### src/rtl/nist_health_monitor.sv
// Purpose : samples the NIST test-bank pass flags once per sequence, builds a per-sequence verdict,
//           keeps saturating fail statistics and raises a sticky alarm after a run of failing sequences.
// Latency : verdict and counters update 1 cycle after the sample point; result_valid pulses in that cycle.
// Backpr. : none - the monitor is free-running and result_valid is a single-cycle strobe.
module nist_health_monitor #(
   parameter int NUM_TESTS     = 4,
   parameter int SEQ_LEN       = 2048,
   parameter int SAMPLE_OFFSET = 2,
   parameter int FAIL_LIMIT    = 3
) (
   input  logic                 clk,
   input  logic                 rst,
   input  logic                 en,
   input  logic [NUM_TESTS-1:0] test_en,
   input  logic [NUM_TESTS-1:0] pass_in,
   input  logic                 clear_alarm,
   output logic                 result_valid,
   output logic [NUM_TESTS-1:0] result_mask,
   output logic                 seq_fail,
   output logic [15:0]          seq_count,
   output logic [15:0]          fail_total,
   output logic [3:0]           fail_run,
   output logic                 alarm,
   output logic                 healthy
);

   localparam int CYC_W = (SEQ_LEN > 1) ? $clog2(SEQ_LEN) : 1;

   localparam logic [CYC_W-1:0] SAMPLE_PT = CYC_W'(SAMPLE_OFFSET);
   localparam logic [CYC_W-1:0] LAST_CYC  = CYC_W'(SEQ_LEN - 1);
   localparam logic [3:0]       LIMIT     = 4'(FAIL_LIMIT);

   localparam logic [1:0] IDLE   = 2'd0;
   localparam logic [1:0] WARMUP = 2'd1;
   localparam logic [1:0] RUN    = 2'd2;
   localparam logic [1:0] ALARM  = 2'd3;

   logic [1:0]           state_q,    state_d;
   logic [CYC_W-1:0]     cyc_q,      cyc_d;
   logic                 valid_q,    valid_d;
   logic [NUM_TESTS-1:0] mask_q,     mask_d;
   logic                 seq_fail_q, seq_fail_d;
   logic [15:0]          cnt_q,      cnt_d;
   logic [15:0]          tot_q,      tot_d;
   logic [3:0]           run_q,      run_d;
   logic                 alarm_q,    alarm_d;
   logic                 healthy_q,  healthy_d;

   logic [NUM_TESTS-1:0] sample_mask;
   logic                 sample_fail;
   logic                 at_sample;
   logic                 at_last;
   logic [3:0]           run_inc;
   logic [15:0]          cnt_inc;
   logic [15:0]          tot_inc;

   // Sample-point decode and saturating increments shared by the next-state logic.
   always_comb begin
      sample_mask = test_en & ~pass_in;
      sample_fail = |sample_mask;
      at_sample   = (cyc_q == SAMPLE_PT);
      at_last     = (cyc_q == LAST_CYC);
      run_inc     = (run_q == 4'hF)     ? run_q : run_q + 4'd1;
      cnt_inc     = (cnt_q == 16'hFFFF) ? cnt_q : cnt_q + 16'd1;
      tot_inc     = (tot_q == 16'hFFFF) ? tot_q : tot_q + 16'd1;
   end

   // Next-state logic: phase counter, FSM, verdict, statistics and alarm arbitration.
   always_comb begin
      state_d    = state_q;
      cyc_d      = cyc_q;
      valid_d    = 1'b0;
      mask_d     = mask_q;
      seq_fail_d = seq_fail_q;
      cnt_d      = cnt_q;
      tot_d      = tot_q;
      run_d      = run_q;
      alarm_d    = alarm_q;

      if (state_q == IDLE) begin
         // Phase is parked at 0 so the first WARMUP cycle starts the sequence at cyc 0.
         cyc_d = '0;
         if (clear_alarm) begin
            alarm_d = 1'b0;
         end
         if (en) begin
            state_d = WARMUP;
         end
      end else if (!en) begin
         // Disable aborts the sequence; statistics and alarm survive, the run does not.
         state_d = IDLE;
         cyc_d   = '0;
         run_d   = 4'd0;
         if (clear_alarm) begin
            alarm_d = 1'b0;
         end
      end else begin
         cyc_d = at_last ? '0 : cyc_q + 1'b1;

         if (state_q == WARMUP) begin
            // Test bank has no valid result in its first sequence: drop that sample.
            if (clear_alarm) begin
               alarm_d = 1'b0;
            end
            if (at_sample) begin
               state_d = RUN;
            end
         end else begin
            // RUN and ALARM sample and account identically.
            if (at_sample) begin
               valid_d    = 1'b1;
               mask_d     = sample_mask;
               seq_fail_d = sample_fail;
               cnt_d      = cnt_inc;
               if (sample_fail) begin
                  tot_d = tot_inc;
                  run_d = run_inc;
               end else begin
                  run_d = 4'd0;
               end
            end

            // A failing update that reaches the limit beats a coincident clear request.
            if (at_sample && sample_fail && (run_inc >= LIMIT)) begin
               alarm_d = 1'b1;
               state_d = ALARM;
            end else if (clear_alarm) begin
               alarm_d = 1'b0;
               if (state_q == ALARM) begin
                  state_d = RUN;
                  run_d   = 4'd0;
               end
            end
         end
      end

      healthy_d = (state_d == RUN) && !alarm_d;
   end

   // State and output registers, cleared asynchronously.
   always_ff @(posedge clk or posedge rst) begin
      if (rst) begin
         state_q    <= IDLE;
         cyc_q      <= '0;
         valid_q    <= 1'b0;
         mask_q     <= '0;
         seq_fail_q <= 1'b0;
         cnt_q      <= 16'd0;
         tot_q      <= 16'd0;
         run_q      <= 4'd0;
         alarm_q    <= 1'b0;
         healthy_q  <= 1'b0;
      end else begin
         state_q    <= state_d;
         cyc_q      <= cyc_d;
         valid_q    <= valid_d;
         mask_q     <= mask_d;
         seq_fail_q <= seq_fail_d;
         cnt_q      <= cnt_d;
         tot_q      <= tot_d;
         run_q      <= run_d;
         alarm_q    <= alarm_d;
         healthy_q  <= healthy_d;
      end
   end

   assign result_valid = valid_q;
   assign result_mask  = mask_q;
   assign seq_fail     = seq_fail_q;
   assign seq_count    = cnt_q;
   assign fail_total   = tot_q;
   assign fail_run     = run_q;
   assign alarm        = alarm_q;
   assign healthy      = healthy_q;

endmodule

### config.mk
export PLATFORM = sky130hd
export DESIGN_NAME = nist_health_monitor
export DESIGN_NICKNAME = d
export VERILOG_FILES = /design/src/rtl/nist_health_monitor.sv
export SDC_FILE = /design/constraint.sdc
export NUM_CORES = 1
export LEC_CHECK = 0
export BUFFER_PORTS_ARGS = -buffer_cell sky130_fd_sc_hd__buf_2
export CORE_AREA = 4 4 81 83
export DETAILED_ROUTE_END_ITERATION = 12
export DIE_AREA = 0 0 85 87
export PLACE_DENSITY_LB_ADDON = 0.08
export SYNTH_ARGS = -nofsm -noshare
export SYNTH_HDL_FRONTEND = slang
export SYNTH_SLANG_ARGS = --single-unit
### constraint.sdc
create_clock -name clk -period 2.18 [get_ports clk]
set_input_delay 0 -clock clk [delete_from_list [all_inputs] [get_ports clk]]
set_output_delay 0 -clock clk [all_outputs]
set_load 0.1 [all_outputs]
### After elaboration in Yosys (flattened, before gate mapping)

Index checks and enable logic that the tools add are counted.

| storage, ports and cells | value |
|---|---|
| flip-flop bits (word level) | 57 |
| bits in latches | 0 |
| word-level logic and storage cells | 68 |
| memories kept | 0 |
| bits in writable memories | 0 |
| memory bits (read-only) | 0 |

| cells by class | value |
|---|---|
| add/subtract/negate cells | 4 |
| equality and inequality tests | 9 |
| shifts and indexed selects | 0 |
| div/mod/pow operators | 0 |
| mux-type cells | 28 |
| bitwise logic cells | 6 |
| reduce and logical (&&, ||, !) cells | 10 |
| magnitude comparators | 1 |
| multipliers | 0 |

Operator list:

| kind | number |
|---|---|
| 2-to-1 mux 11 bit | 3 |
| adder 16 x 1 -> 16 bit (second input constant) | 2 |
| == test 16 bit (second input constant) | 2 |
| 2-to-1 mux 4 bit | 8 |
| 2-to-1 mux 2 bit | 8 |
| adder 11 x 1 -> 11 bit (second input constant) | 1 |
| == test 11 bit (second input constant) | 1 |
| == test 11 x 2 -> 1 bit (second input constant) | 1 |
| 2-to-1 mux 1 bit | 9 |
| AND reduction 6 bit | 1 |
| AND reduction 5 bit | 1 |
| adder 4 x 1 -> 4 bit (second input constant) | 1 |
| AND 4 bit | 1 |
| == test 2 bit (second input constant) | 2 |
| == test 4 bit (second input constant) | 1 |
| greater-or-equal comparator 4 x 2 -> 1 bit (second input constant) | 1 |
| NOT 1 bit | 4 |
| NOT 4 bit | 1 |
| AND reduction 4 bit | 1 |
| OR reduction 4 bit | 1 |
| logical AND 1 bit | 3 |
| == test 2 x 1 -> 1 bit (second input constant) | 1 |
| zero test 2 bit | 1 |
| inequality test 2 bit (second input constant) | 1 |
| other kinds (2) | 2 |

### Logic depth before layout (Yosys ltp)

Gate-level depths: netlist of the first run.

| depth | value |
|---|---|
| depth in word-level cells | 11 |
| mapped depth | 9 |
| depth with buffers taken out | 8 |

### Worst setup path after synthesis of the first run

No wires, ideal clock.

| timing path | value |
|---|---|
| path kind | register to register |
| start point | register cnt_q[0] (netlist: seq_count[0]) |
| end point | register cnt_q[1] (netlist: seq_count[1]) |
| stages on the path, launching flop included | 6 |
| arrival time | 2.536 ns |
| path buffers | 0 |
| period minus slack after synthesis | 2.662 ns |
| library setup time | 0.126 ns |
| slack | -0.482 ns |
| cells stage by stage | dfrtp_1 > ha_1 > nand3_1 > or3_1 > o21ai_2 > mux2_2 |

| between the ends | value |
|---|---|
| word-level cells in the longest chain between the ends | 3 |
| elaborated cells on any way between the ends | 4 |

Ends and longest elaborated chain:

| element | RTL line | text |
|---|---|---|
| from (decl) | 43 | `logic [15:0] cnt_q, cnt_d;` |
| from (signal assigned) | 159 | `cnt_q <= cnt_d;` |
| branches (longest 3 deep; another with adder 16 x 1 -> 16 bit) | - |  |

Parallel ways; which one is timed is not known.
A chain may end at the register's enable or synchronous reset.

### Final worst setup path of the first run

| timing path | value |
|---|---|
| start point | register cyc_q[0] |
| end point | register cnt_q[15] (netlist: seq_count[15]) |

| between the ends | value |
|---|---|
| word-level cells in the longest chain between the ends | 2 |

Ends and longest elaborated chain:

| element | RTL line | text |
|---|---|---|
| from (decl) | 39 | `logic [CYC_W-1:0] cyc_q, cyc_d;` |
| from (signal assigned) | 155 | `cyc_q <= cyc_d;` |
| == test 11 x 2 -> 1 bit | 61 | `at_sample = (cyc_q == SAMPLE_PT);` |
| AND reduction 5 bit (no line) | - |  |

No other way between the ends.

==> metrics.txt, run 1 <==
Die X-Extent=85 µm; Final setup viols=0; data arrival time of the critical path=2280 ps; number of distinct library cell variants in the gate-level netlist after synthesis=49; Synth Cell Area=between 0.002 and 0.003 mm²; count of TritonRoute iterations in the first routing pass=4; switching power=0.486 mW; wire length per cell=14.2 µm; max-cap check violation count=0; number of antenna violations at the first check in global routing=0; maximum operating frequency=484 MHz; fraction of power spent switching nets=22.9%; placed wire-length estimate after detailed placement=roughly 4.5 mm; Filler Cells Inserted=a little over 500; CTS buffer count=9; fraction of the yosys area taken by sequential cells=about half; Sequential Area=0.00147 mm²; CTS max path bufs=2; Syn. warnings=0; power per cell area=a little under 600 mW/mm²; slew at the pin with the worst max-slew slack=489 ps; clock network fraction of total power=44.2%; total number of vias=between 2k and 2.5k; fraction of final layout cells sized beyond drive strength 1=39.2%; non-filler cells, final=427; # IOs=56; effective utilization at floorplan=48.9%; Comb pwr share=5.3%; biggest fanout along the worst timing path=6; multi-input gate area in the final layout=0.00141 mm²; kind of path behind the tightest hold check=in -> reg; leakage power=1.74 nW; number of DRC markers after the initial detailed-route iteration=slightly below 100; async set-reset flop share out of synthesis=100%; number of enable-type register cells in the synthesized netlist=0; number of sinks driven by the clock tree=57; vias in the first global route=2277; part of the total power dissipated in sequential elements=between 50% and 60%; nets@finish=364; top-area cell type share of the netlist area=49.9%; flops & latches, synth=57; worst setup path class=reg -> reg; TritonCTS clock tree=done; antenna diode count=0; predominant post-synthesis flop cell=sky130_fd_sc_hd__dfrtp_1; Clock Skews=4.51 ps; total number of H-tree levels=3; CP Capture Type=register; run status=finished, final reports clean; worst vdd ir=364 µV; Avg Synthesized Cell Area=10.5 µm²; Max-slew headroom=between 60% and 70%; antenna-violating nets left=0; grt total ovfl=0; remaining routing DRC violations=0; design internal power=1.64 mW; GP Congestion=0.778; setup repair after global routing missed its margin=false; final hold violation count=0; critical path startpoint category=register; post-DR vias/cell=5.38; Die ar.=0.00740 mm²; count of standard-cell rows=28; # placed instances=408; clock root buffer master=sky130_fd_sc_hd__clkbuf_8; cell area reported after detailed placement=~0.0034 mm²; final setup slack of the worst path=114 ps; commonest cells after routing, fill and taps aside=sky130_fd_sc_hd__buf_2 (55), sky130_fd_sc_hd__dfrtp_2 (31), sky130_fd_sc_hd__nor2_1 (29), sky130_fd_sc_hd__dfrtp_1 (26), sky130_fd_sc_hd__xor2_1 (24); global-route wire length before repair=10.6 mm; commonest non-fill, non-tap cell in the layout=sky130_fd_sc_hd__buf_2; Routed Wire Length=about 6 mm; clock latency on the worst-skew pair=330 ps; Worst Setup Slack post-DPL=93.2 ps; required time at the endpoint of the critical path=2390 ps; Period Utilization, post-route=94.8%; core area=0.00585 mm²; Overall Global Routing Usage=18.0%; largest net degree at the start of global routing=58; cells after synthesis=272; cell type contributing the most total cell area after synthesis=sky130_fd_sc_hd__dfrtp_1; net count after synthesis=289; count of buffers inserted at the top-level ports=55; Synth area leaders=sky130_fd_sc_hd__dfrtp_1 (50%), sky130_fd_sc_hd__xor2_1 (7.4%), sky130_fd_sc_hd__nor2_1 (3.8%); final instance area=0.00358 mm²; clock slew seen by the registers of the worst setup and hold paths=60 ps; Final Max Tran Viols=0; Layout area overhead=25.1%; minimum period implied by the final worst setup slack=2070 ps; die span in y=87 µm
-- per-layer routing --
layer | track usage (%) | vias up | wire, µm
met5 | 0 | - | 0
met1 | 23.7 | 1121 | 2740
li1 | - | 1112 | -
met4 | 8.63 | 0 | 112
met3 | 3.69 | 10 | 297
met2 | 28.6 | 56 | 2900
-- logic make-up after synthesis --
| logic type | Yosys count | share of synthesized area (%) |
|---|---|---|
| DFF | 57 | 49.9 |
| AOI/OAI and AO/OA | 28 | 6.48 |
| and+or+nand+nor | 129 | 26.1 |
| xor gates and xnor gates | 33 | 10.1 |
| adders and majority gates | 5 | 2.19 |
| buffers and inverters | 11 | 1.71 |
| muxes | 9 | 3.54 |
-- stage by stage --
step           utilization [%]  hold WS, ps  TNS, ps  power (mW)
2_1_floorplan                -          110    -92.2        1.16
4_1_cts                   61.1         84.2        0        2.15
5_1_grt                   61.1         95.5        0        2.22
3_5_place_dp              57.3         85.5        0        1.20
6_report                  61.1          103        0        2.12
3_3_place_gp              57.3         81.0        0        1.20
-- registers in the layout, indices dropped and copies added, names as in the netlist --
signal        cells
alarm             1
cyc_q            11
fail_run          4
fail_total       16
healthy           1
result_mask       4
result_valid      1
seq_count        16
seq_fail          1
state_q           2
-- cell type report --
type	instances	share of cell area [%]
Sequential cell	57	41.0
Timing Repair Buffer	66	10.6
Clock inverter	2	0.280
Inverter	9	0.945
Multi-Input combinational cell	204	39.5
Clock buffer	14	5.11
Tap cell	75	2.62
-- synthesized netlist by cell type, types with 2 or more instances --
master,number
sky130_fd_sc_hd__nand3_1,19
sky130_fd_sc_hd__mux2_2,7
sky130_fd_sc_hd__xnor2_1,9
sky130_fd_sc_hd__nor3_1,9
sky130_fd_sc_hd__inv_1,8
sky130_fd_sc_hd__nand4_1,9
sky130_fd_sc_hd__or3_1,2
sky130_fd_sc_hd__nor2b_1,4
sky130_fd_sc_hd__ha_1,5
sky130_fd_sc_hd__and2_1,2
sky130_fd_sc_hd__o21ai_0,6
sky130_fd_sc_hd__o21a_1,2
sky130_fd_sc_hd__nand3b_1,2
sky130_fd_sc_hd__xor2_1,24
sky130_fd_sc_hd__a21oi_1,6
sky130_fd_sc_hd__a31oi_1,3
sky130_fd_sc_hd__mux2_1,2
sky130_fd_sc_hd__or4_1,2
sky130_fd_sc_hd__and4_1,3
sky130_fd_sc_hd__nand2_1,20
sky130_fd_sc_hd__dfrtp_1,57
sky130_fd_sc_hd__or2_2,3
sky130_fd_sc_hd__a211o_1,2
sky130_fd_sc_hd__nor3_2,4
sky130_fd_sc_hd__and3_1,7
sky130_fd_sc_hd__nor2_1,29
sky130_fd_sc_hd__nand2b_1,4
-- power by group through the flow --
stage	sequential [mW]	clock, mW	combinational, mW
after floorplan	1.12	0	0.0455
after global placement	1.09	0	0.110
after detailed placement	1.09	0	0.111
after CTS	1.07	0.965	0.115
after global routing	1.07	1.02	0.124
final	1.07	0.937	0.112
-- what timing repair did --
item                      in CTS  in global routing
hold endpoints to repair      60                  0
hold buffers                   3                  0
resized for setup              0                  0
setup buffers                  0                  0
-- critical path, cell delays in order (launching register included) --
cell                      delay (ps)
sky130_fd_sc_hd__dfrtp_1         380
sky130_fd_sc_hd__inv_1            60
sky130_fd_sc_hd__ha_1            160
sky130_fd_sc_hd__nor4b_4         280
sky130_fd_sc_hd__nand4_4         180
sky130_fd_sc_hd__or3_4           450
sky130_fd_sc_hd__nor2_1          110
sky130_fd_sc_hd__mux2_1          320
-- worst paths after layout --
check	from	to	slack [ps]	depth (start not counted)
worst min-delay path	pass_in[2]	result_mask[2]$_DFFE_PP0P_	100	3
min in group asynchronous	rst	seq_count[0]$_DFFE_PP0P_	270	4
max in group asynchronous	rst	seq_count[9]$_DFFE_PP0P_	1650	4
worst max register to register	cyc_q[0]$_DFF_PP0_	seq_count[15]$_DFFE_PP0P_	110	7
worst min register to register	fail_total[9]$_DFFE_PP0P_	fail_total[9]$_DFFE_PP0P_	480	1
worst max-delay path	cyc_q[0]$_DFF_PP0_	seq_count[15]$_DFFE_PP0P_	110	7
No activity file was read; power rests on OpenSTA's default activity.
==> inputs of run 2 (changes only) <==
Settings changed: ABC_CLOCK_PERIOD_IN_PS set to 2180, GPL_TIMING_DRIVEN set to 0.
==> run 2 against run 1 <==
  * Hold slack worse by 10 ps
  * Clock power is 2.7% lower
  * Critical path depth is 1 higher
  * Routed wire length is 1.1% higher
  * Final cell count stayed put
  * Core utilization is 0.26 points higher
  * Count of clock-buffer cells in the layout is 2 higher
  * Flip-flop and latch count stayed put
  * Via count is 0.70% lower
  * Critical endpoint is now fail_total[14]$_DFFE_PP0P_
  * Largest power group unchanged
==> metrics.txt, run 2 (same netlist as run 1, synthesis figures left out) <==
remaining routing DRC violations=0 (unchanged); hold path depth=3 (unchanged); GP Congestion=0.787 (+1.1%); placed wire-length estimate after detailed placement=4.46 mm (-1.5%); largest net degree at the start of global routing=31 (-47%); number of DRC markers after the initial detailed-route iteration=109 (+10%); grt total ovfl=0 (unchanged); leakage power=1.73 nW (-0.43%); run status=finished, final reports clean; clock root buffer master=sky130_fd_sc_hd__clkbuf_8; wire length per cell=14.3 µm (+1.1%); setup slack, reg-to-reg=70 ps (-50 ps); power per cell area=584 mW/mm² (-1.6%); antenna diode count=0 (unchanged); maximum operating frequency=474 MHz (-2.2%); Die X-Extent=85 µm (unchanged); nets@finish=364 (unchanged); total number of vias=2283 (-0.70%); slew at the pin with the worst max-slew slack=795 ps (+305 ps); effective utilization at floorplan=48.9% (unchanged); setup repair after global routing missed its margin=true; minimum period implied by the final worst setup slack=2110 ps (+46.3 ps); number of antenna violations at the first check in global routing=0 (unchanged); fraction of final layout cells sized beyond drive strength 1=39.2% (unchanged); worst vdd ir=364 µV (about the same); TritonCTS clock tree=done; CTS buffer count=9 (unchanged); clock latency on the worst-skew pair=330 ps (about the same); Die ar.=0.00740 mm² (unchanged); worst r2r dst=fail_total[14]$_DFFE_PP0P_; count of buffers inserted at the top-level ports=55 (unchanged); Routed Wire Length=6.12 mm (+1.1%); vias in the first global route=2171 (-4.7%); Layout area overhead=25.6%; count of cells along the worst register-to-register path=8 (+1); # placed instances=403 (-1.2%); Period Utilization, post-route=96.9% (+2.1 points); commonest non-fill, non-tap cell in the layout=sky130_fd_sc_hd__buf_2; die span in y=87 µm (unchanged); worst flop-to-flop path startpoint=cyc_q[0]$_DFF_PP0_; hold path startpoint=pass_in[2]; post-DR vias/cell=5.35 (-0.70%); core area=0.00585 mm² (unchanged); Final Max Tran Viols=0 (unchanged); commonest cells after routing, fill and taps aside=sky130_fd_sc_hd__buf_2 (55), sky130_fd_sc_hd__dfrtp_2 (31), sky130_fd_sc_hd__nor2_1 (27), sky130_fd_sc_hd__dfrtp_1 (26), sky130_fd_sc_hd__xor2_1 (24); Total Neg Setup Slack=0 ps (unchanged); count of TritonRoute iterations in the first routing pass=5 (+1); number of sinks driven by the clock tree=57 (unchanged); Final setup viols=0 (unchanged); antenna-violating nets left=0 (unchanged); kind of path behind the tightest hold check=in -> reg; data arrival time of the critical path=2330 ps (+50 ps); required time at the endpoint of the critical path=2390 ps (about the same); end point of the most critical hold path=result_mask[2]$_DFFE_PP0P_; worst setup path class=reg -> reg; Max-slew headroom=46.5% (-21 points); # IOs=56 (unchanged); total number of H-tree levels=3 (unchanged); non-filler cells, final=427 (unchanged); clock slew seen by the registers of the worst setup and hold paths=70 ps (about the same); Clock Skews=11.4 ps (+6.90 ps); CTS max path bufs=2 (unchanged); Overall Global Routing Usage=17.6% (-0.40 points); CP Capture Type=register; final hold violation count=0 (unchanged); count of standard-cell rows=28 (unchanged); max-cap check violation count=0 (unchanged); biggest fanout along the worst timing path=10 (+4); global-route wire length before repair=10.4 mm (-2.5%); critical path startpoint category=register
[run 2: changes by cell type in the layout (fill, tap and decap cells not counted), moves of 2 or more]
cell,before,now
sky130_fd_sc_hd__clkbuf_1,1,5
sky130_fd_sc_hd__buf_4,7,4
sky130_fd_sc_hd__buf_6,0,2
sky130_fd_sc_hd__clkinv_2,2,0
sky130_fd_sc_hd__nor2_1,29,27
sky130_fd_sc_hd__nor2_2,1,3
[run 2: how the worst max path moves through the flow]
| stage | from | end | slack [ps] |
|---|---|---|---|
| 2_1_floorplan | seq_count[0]$_DFFE_PP0P_ | seq_count[1]$_DFFE_PP0P_ | -90 |
| 3_3_place_gp | rst | fail_total[5]$_DFFE_PP0P_ | -170 |
| 3_5_place_dp | cyc_q[0]$_DFF_PP0_ | fail_total[14]$_DFFE_PP0P_ | -140 |
| 4_1_cts | cyc_q[1]$_DFF_PP0_ | seq_count[15]$_DFFE_PP0P_ | 30 |
| 5_1_grt | cyc_q[0]$_DFF_PP0_ | fail_total[13]$_DFFE_PP0P_ | -80 |
| 6_report | cyc_q[0]$_DFF_PP0_ | fail_total[14]$_DFFE_PP0P_ | 70 |
[run 2: stage by stage]
step / util (%) / power [mW] / area [µm²] / setup slack (ps) / hold slack, ps
after floorplan: - / 1.16 / 2930 / -92.2 / 110
after global placement: 56.3 / 1.19 / 3300 / -172 / 243
after detailed placement: 56.7 / 1.20 / 3320 / -144 / 147
after CTS: 60.9 / 2.11 / 3560 / 30.0 / 81.4
after global routing: 61.4 / 2.19 / 3590 / -83.2 / 78.2
final: 61.4 / 2.10 / 3590 / 68.2 / 92.3
[run 2: critical path: stages (launching register included)]
cell	delay, ps
sky130_fd_sc_hd__dfrtp_1	370
sky130_fd_sc_hd__inv_1	60
sky130_fd_sc_hd__ha_2	180
sky130_fd_sc_hd__nor4b_4	290
sky130_fd_sc_hd__nand4_4	220
sky130_fd_sc_hd__inv_6	180
sky130_fd_sc_hd__nand2b_1	110
sky130_fd_sc_hd__nor3_1	220
sky130_fd_sc_hd__mux2_2	360
[run 2: timing repair]
action / 4_1_cts / 5_1_grt
pin swaps: 2 / 2
gates cloned: 0 / 0
hold endpoints to repair: 32 / 0
hold buffers: 3 / 0
buffers inserted: 4 / 1
gates resized for setup: 2 / 6
setup endpoints to repair: 3 / 9
[run 2: layer usage]
metal	global-route usage (%)	vias up	share of wire, %
met1	23.7	1104	47
met3	5.30	9	4.9
met4	6.04	0	1.6
li1	-	1119	-
met5	0	-	0
met2	27.2	51	46
[run 2: cell type report]
type	instances	area, µm²
Buffer	2	15.0
Clock buffer	16	180
Fill cell	489	2260
Inverter	9	38.8
Multi-Input combinational cell	204	1430
Sequential cell	57	1470
Tap cell	75	93.8
Timing Repair Buffer	64	367
[run 2: power breakdown]
part | leakage (nW) | switching, mW | internal, mW
clock | 0.0910 | 0.403 | 0.509
combinational | 0.900 | 0.0772 | 0.0360
sequential | 0.737 | 0.00661 | 1.07
total | 1.73 | 0.487 | 1.61
